--- config.mk ---
export PLATFORM = sky130hd
export DESIGN_NAME = mips_hazard_fwd_ctrl
export DESIGN_NICKNAME = d
export VERILOG_FILES = /design/src/rtl/mips_pkg.sv /design/src/rtl/mips_stage_tag_reg.sv /design/src/rtl/mips_hazard_fwd_ctrl.sv
export SDC_FILE = /design/constraint.sdc
export NUM_CORES = 1
export LEC_CHECK = 0
export CAP_MARGIN = 25
export CORE_MARGIN = 2
export CORE_UTILIZATION = 58
export CTS_CLUSTER_SIZE = 12
export DETAILED_ROUTE_END_ITERATION = 10
export PLACE_DENSITY = 0.92
export SYNTH_ARGS = -nofsm -noshare
export SYNTH_HDL_FRONTEND = slang
export SYNTH_HIERARCHICAL = 1
export SYNTH_SLANG_ARGS = --single-unit
--- constraint.sdc ---
create_clock -name clk -period 3.35 [get_ports clk]
set_input_delay 0.67 -clock clk [delete_from_list [all_inputs] [get_ports clk]]
set_output_delay 0.67 -clock clk [all_outputs]
set_load 0.01 [all_outputs]
--- src/rtl/mips_pkg.sv ---
// Shared types for the MIPS hazard/forwarding controller: the forwarding-mux encodings,
// the per-stage tag carried alongside each in-flight instruction, and the select helper.
package mips_pkg;

  localparam int MIPS_REG_W = 5;

  localparam logic [1:0] FWD_REG = 2'b00;
  localparam logic [1:0] FWD_MEM = 2'b01;
  localparam logic [1:0] FWD_WB  = 2'b10;

  typedef struct packed {
    logic                  valid;
    logic [MIPS_REG_W-1:0] rs;
    logic [MIPS_REG_W-1:0] rt;
    logic [MIPS_REG_W-1:0] dst;
    logic                  regwrite;
    logic                  memread;
  } stage_tag_t;

  // MEM is checked first so the youngest producer wins; $0 never forwards.
  function automatic logic [1:0] fwd_select(input stage_tag_t ex_t,
                                            input stage_tag_t mem_t,
                                            input stage_tag_t wb_t,
                                            input logic wb_en,
                                            input logic [MIPS_REG_W-1:0] src);
    if (!ex_t.valid)
      return FWD_REG;
    if (mem_t.valid && mem_t.regwrite && (mem_t.dst != '0) && (mem_t.dst == src))
      return FWD_MEM;
    if (wb_en && wb_t.valid && wb_t.regwrite && (wb_t.dst != '0) && (wb_t.dst == src))
      return FWD_WB;
    return FWD_REG;
  endfunction

endpackage

--- src/rtl/mips_stage_tag_reg.sv ---
// One pipeline stage of destination/source tags; a bubble clears the stage on the next edge.
module mips_stage_tag_reg
  import mips_pkg::*;
(
  input  logic       clk,
  input  logic       rst,
  input  logic       i_bubble,
  input  stage_tag_t i_tag,
  output stage_tag_t o_tag
);

  stage_tag_t r_tag;

  // NOTE: state is written with <= so every stage samples its neighbour's old value.
  always_ff @(posedge clk) begin
    if (rst || i_bubble)
      r_tag <= '0;
    else
      r_tag <= i_tag;
  end

  assign o_tag = r_tag;

endmodule

--- src/rtl/mips_hazard_fwd_ctrl.sv ---
// Hazard/forwarding controller for the 5-stage MIPS core: EX operand forwarding selects,
// one-cycle load-use stall, taken-branch flush of IF/ID, and saturating event counters.
module mips_hazard_fwd_ctrl
  import mips_pkg::*;
#(
  parameter int REG_W  = MIPS_REG_W,
  parameter int CNT_W  = 16,
  parameter bit WB_FWD = 1'b1
) (
  input  logic             clk,
  input  logic             rst,
  input  logic             id_valid,
  input  logic [REG_W-1:0] id_rs,
  input  logic [REG_W-1:0] id_rt,
  input  logic             id_uses_rs,
  input  logic             id_uses_rt,
  input  logic [REG_W-1:0] id_dst,
  input  logic             id_regwrite,
  input  logic             id_memread,
  input  logic             ex_br_taken,
  output logic [1:0]       fwd_a_sel,
  output logic [1:0]       fwd_b_sel,
  output logic             pc_write,
  output logic             ifid_write,
  output logic             ifid_flush,
  output logic [CNT_W-1:0] stall_cnt,
  output logic [CNT_W-1:0] flush_cnt
);

  stage_tag_t       w_id_tag;
  stage_tag_t       w_ex_tag;
  stage_tag_t       w_mem_tag;
  stage_tag_t       w_wb_tag;
  logic             w_load_hit;
  logic             w_stall;
  logic             w_flush;
  logic             w_ex_bubble;
  logic [CNT_W-1:0] r_stall_cnt;
  logic [CNT_W-1:0] r_flush_cnt;

  assign w_id_tag = '{valid:    id_valid,
                      rs:       id_rs,
                      rt:       id_rt,
                      dst:      id_dst,
                      regwrite: id_regwrite,
                      memread:  id_memread};

  assign w_load_hit = w_ex_tag.valid && w_ex_tag.memread && (w_ex_tag.dst != '0) &&
                      ((id_uses_rs && (id_rs == w_ex_tag.dst)) ||
                       (id_uses_rt && (id_rt == w_ex_tag.dst)));

  // Gating with rst keeps the control outputs benign while stale tags are being cleared.
  assign w_stall     = id_valid && w_load_hit && !ex_br_taken && !rst;
  assign w_flush     = ex_br_taken && !rst;
  assign w_ex_bubble = w_stall || ex_br_taken;

  mips_stage_tag_reg u_ex_tag (
    .clk      (clk),
    .rst      (rst),
    .i_bubble (w_ex_bubble),
    .i_tag    (w_id_tag),
    .o_tag    (w_ex_tag)
  );

  mips_stage_tag_reg u_mem_tag (
    .clk      (clk),
    .rst      (rst),
    .i_bubble (1'b0),
    .i_tag    (w_ex_tag),
    .o_tag    (w_mem_tag)
  );

  mips_stage_tag_reg u_wb_tag (
    .clk      (clk),
    .rst      (rst),
    .i_bubble (1'b0),
    .i_tag    (w_mem_tag),
    .o_tag    (w_wb_tag)
  );

  assign fwd_a_sel = rst ? FWD_REG
                         : fwd_select(w_ex_tag, w_mem_tag, w_wb_tag, WB_FWD, w_ex_tag.rs);
  assign fwd_b_sel = rst ? FWD_REG
                         : fwd_select(w_ex_tag, w_mem_tag, w_wb_tag, WB_FWD, w_ex_tag.rt);

  assign pc_write   = !w_stall;
  assign ifid_write = !w_stall;
  assign ifid_flush = w_flush;

  always_ff @(posedge clk) begin
    if (rst) begin
      r_stall_cnt <= '0;
      r_flush_cnt <= '0;
    end else begin
      if (w_stall && (r_stall_cnt != '1))
        r_stall_cnt <= r_stall_cnt + CNT_W'(1);
      if (w_flush && (r_flush_cnt != '1))
        r_flush_cnt <= r_flush_cnt + CNT_W'(1);
    end
  end

  assign stall_cnt = r_stall_cnt;
  assign flush_cnt = r_flush_cnt;

endmodule

# Yosys cells after proc, flatten, opt, wreduce, memory -nomap -nowiden
# Cells that the tools add are included.
[totals]
output_inout_bits = 39
elab_cells = 75
in_bits = 23
reg_bits = 64
[op_classes]
add_sub_neg = 2
muxes = 23
n_eq_ne = 8
reduce_logical = 28
[op_table]
columns = ["cell", "count"]
rows = [
  ["$add A16 B1 Y16 const B", 2],
  ["$ne A16 B16 Y1 const B", 2],
  ["$eq A5 B5 Y1", 6],
  ["$mux W2", 13],
  ["$logic_and A1 B1 Y1", 19],
  ["$reduce_bool A5 Y1", 3],
  ["$mux W1", 10],
  ["$logic_not A1 Y1", 3],
  ["$logic_or A1 B1 Y1", 3],
]

# Depth between registers and ports, before layout
[logic_depth]
ltp_word = 11
ltp_mapped = 9
depth_no_buf = 6

# Cells and area by module
# The synthesis kept the hierarchy.
[by_module_without_submodules]
columns = ["module", "area_per_inst_um2", "cells_each", "instances"]
rows = [
  ["mips_hazard_fwd_ctrl", 2054.5, 252, 1],
  ["mips_stage_tag_reg", 599.3, 40, 3],
]

# Worst setup path before layout
# No wires, ideal clock.
[synth_path]
path_type = "input to output"
startpoint = "input port id_rs[3]"
endpoint = "output port pc_write"
cell_stages = 6
path_buffers = 2
slack_ns = 0.893
required_ns = 2.680
arrival_ns = 1.787
cell_sequence = "xor2_1 nor4_1 a32oi_1 clkbuf_1 nand2b_1 buf_4"
[synth_via]
elab_chain_cells = 8
[synth_lines]
columns = ["element", "line_no", "text"]
rows = [
  ["start, declared", "mips_hazard_fwd_ctrl.sv:13", "input logic [REG_W-1:0] id_rs,"],
  ["$eq A5 B5 Y1", "mips_hazard_fwd_ctrl.sv:49", "((id_uses_rs && (id_rs == w_ex_tag.dst)) ||"],
  ["$logic_and A1 B1 Y1", "mips_hazard_fwd_ctrl.sv:49", ""],
  ["$logic_or A1 B1 Y1", "mips_hazard_fwd_ctrl.sv:49", ""],
  ["$logic_and A1 B1 Y1", "mips_hazard_fwd_ctrl.sv:48", "assign w_load_hit = w_ex_tag.valid && w_ex_tag.memread && (w_ex_tag.dst != '0) &&"],
  ["$logic_and A1 B1 Y1 (3 in a row)", "mips_hazard_fwd_ctrl.sv:53", "assign w_stall = id_valid && w_load_hit && !ex_br_taken && !rst;"],
  ["$logic_not A1 Y1", "-", ""],
  ["end, declared", "mips_hazard_fwd_ctrl.sv:23", "output logic pc_write,"],
]
# No other way between the ends.

# Final worst setup path
[layout_path]
startpoint = "input port id_rs[2]"
endpoint = "output port ifid_write"
[layout_via]
elab_chain_cells = 8
[layout_lines]
columns = ["element", "line_no", "text"]
rows = [
  ["$eq A5 B5 Y1", "mips_hazard_fwd_ctrl.sv:49", ""],
  ["$logic_and A1 B1 Y1", "mips_hazard_fwd_ctrl.sv:49", ""],
  ["$logic_or A1 B1 Y1", "mips_hazard_fwd_ctrl.sv:49", ""],
  ["$logic_and A1 B1 Y1", "mips_hazard_fwd_ctrl.sv:48", ""],
  ["$logic_and A1 B1 Y1 (3 in a row)", "mips_hazard_fwd_ctrl.sv:53", ""],
  ["$logic_not A1 Y1", "mips_hazard_fwd_ctrl.sv:87", "assign ifid_write = !w_stall;"],
  ["end, declared", "mips_hazard_fwd_ctrl.sv:24", "output logic ifid_write,"],
]
# No other way between the ends.

==> summary.md <==
| Metric | Value |
|---|---|
| Status | complete, no violations |
| Post_cts resized | 0 |
| Crit path cell chain | clkdlybuf4s50_1, xor2_1, nor4_1, a32oi_1, nand2b_1, clkdlybuf4s50_1 |
| RSZ-0062 raised after global routing | false |
| Hold Path Class | reg2reg |
| Initial DRC count | 105 |
| Htree depth | 3 |
| Slowest CP cell | clkdlybuf4s50_1 |
| CP required | 2680 ps |
| Post-route setup TNS | 0 ps |
| Startpoint Class | input port |
| R2R setup slack | 1070 ps |
| Residual DRC | 0 |
| Postcts setup bufs | 0 |
| Top Ports | 62 |
| Crit-path max cell delay | 570 ps |
| Critical path class | in2out |
| 1st-pass router iterations | 4 |
| Die X | 78.1 um |
| Clock root cell | clkbuf_8 |
| Hold_sp | u_ex_tag/o_tag[1] |
| # setup viols final | 0 |
| Worst reg2reg startpoint | flush_cnt[0] |
| Die height | 78.1 um |
| Worst slew pin tran | 917 ps |
| Period utilization | 0.969 |
| Net count reported at finish | 411 |
| Worst setup startpoint | id_rs[2] |
| FILL cells | 366 |
| Arr. time, crit path | 2580 ps |
| DRT antenna net count | 0 |
| Crit. End Element | output pin |
| Worst clock skew | 7.95 ps |
| TritonCTS clock tree | built |
| Yosys Warn Count | 6 |
| First-pass GRT wire length | 12,300 um |
| Worst Setup EP | ifid_write |
| Drt via density | 5.76 |
| Reg2reg end | flush_cnt[14] |
| Final core utilization | 0.753 |
| Final Hold Viols | 0 |
| Maximum vdd drop | 0.000308 V |
| GP Congestion | 0.849 |
| Total power per unit cell area | 386 nW/um2 |
| Min Clock Period, post-route | 3250 ps |
| Clk buf depth | 2 |
| Area growth, synth to finish | 22.9% |
| Max-slew violation count | 0 |
| Die Area | 6100 um2 |
| Core box area | 5200 um2 |
| Mapped Avg Cell Area | 9.72 um2 |
| Clock Latency Late Sink | 340 ps |
| Max Clk Rate | 308 MHz |
| Maxcap violations | 0 |
| Post-Syn Area | 3190 um2 |
| Largest net degree at the start of global routing | 38 |
| Standard-cell rows | 26 |
| N_diodes | 0 |
| Initial Utilization | 0.612 |
| Vias in the first global route | 2,640 |
| Gr usage total | 0.256 |
| Leak pwr | 1.39 nW |
| Initial antenna violation count | 0 |
| Hold buffers post-CTS | 0 |
| Layout cells sized above 1 | 0.125 |
| Most frequent CP cell | clkdlybuf4s50_1 |
| Port Buf Inserts | 61 |
| CP max FO | 4 |
| Cells on worst reg2reg path | 7 |
| GRT Residual Overflow | 0 |
| HPWL Detailed | 5170 um |
| DR WL/cell | 15.9 um |
| TritonCTS buffer count | 9 |
| Clock transition at the registers of the reported paths | 70 ps |
| Slew headroom | 0.380 |
| Total wire length | 7310 um |
| Cells after Synth | 328 |
| CTS sink cnt | 64 |
| Vias after detailed routing | 2,657 |
==> worst min-delay path by stage <==
stage / endpoint / slack (ps) / cells past startpoint
finish: u_mem_tag/o_tag[1] / 470 / 1
global route: u_mem_tag/o_tag[1] / 470 / 1
CTS: u_mem_tag/o_tag[1] / 470 / 1
detailed placement: u_mem_tag/o_tag[1] / 460 / 1
global placement: u_mem_tag/o_tag[1] / 450 / 1
floorplan: u_mem_tag/o_tag[1] / 440 / 1
==> power breakdown <==
part | internal [mW] | switching, mW | leakage [nW]
sequential | 0.774 | 0.0155 | 0.519
clock | 0.326 | 0.285 | 0.0992
combinational | 0.0576 | 0.0542 | 0.768
total | 1.16 | 0.354 | 1.39
==> critical path, delay by kind of cell <==
kind,cells,cell delay (ps)
buffers and inverters,2,1080
AND/OR/NAND/NOR,2,320
AO/OA/AOI/OAI,1,300
XOR/XNOR,1,210
==> routing by layer <==
layer / share of wire / track usage / vias to the layer above / wire (um)
met5: 0 / 0 / - / 0
met4: 0.019 / 0.135 / 0 / 136
met1: 0.41 / 0.295 / 1280 / 2980
met3: 0.049 / 0.0598 / 11 / 357
met2: 0.52 / 0.440 / 81 / 3840
li1: - / - / 1285 / -
==> sequential cells by signal (all words and copies together), names as in the netlist <==
name             flops
u_ex_tag/o_tag      18
flush_cnt           16
u_wb_tag/o_tag       7
stall_cnt           16
u_mem_tag/o_tag      7
==> stage by stage <==
step	total power, mW	hold slack (ps)	area (um2)	cells	worst slack [ps]
CTS	1.52	471	3920	461	117
global placement	0.912	448	3730	445	172
floorplan	0.882	438	3190	329	893
global route	1.57	472	3920	461	17.5
finish	1.51	466	3920	461	104
detailed placement	0.916	459	3730	445	189
==> cell usage in the layout, fill, tap and decap left out, types with 2 or more instances in the layout <==
cell type	n
dfxtp_1	64
or3_1	9
xnor2_1	19
clkdlybuf4s50_1	60
a21oi_1	13
o31ai_1	5
and4_1	6
clkinv_2	3
nor3b_2	18
or2_2	2
nand2b_1	3
o21ai_0	9
nor2_1	22
mux2_2	3
nor4_1	7
ha_1	2
xor2_1	23
nor3_1	10
nand2_1	15
and3_1	4
conb_1	2
nand3_1	11
a211o_1	2
or4_1	7
nor2b_1	3
nor3b_1	15
and2_1	2
buf_4	7
clkbuf_8	12
inv_1	4
nand4_1	13
==> cell type report <==
type | count | area, um2 | area share
repair buffers | 68 | 658 | 0.168
clock buffers | 13 | 169 | 0.0431
well taps | 70 | 87.6 | 0.0224
flip-flops and latches | 64 | 1280 | 0.327
clock inverters | 3 | 15.0 | 0.00383
multi-input cells | 239 | 1690 | 0.432
inverters | 4 | 15.0 | 0.00383
No activity file was read; power rests on OpenSTA's default activity.
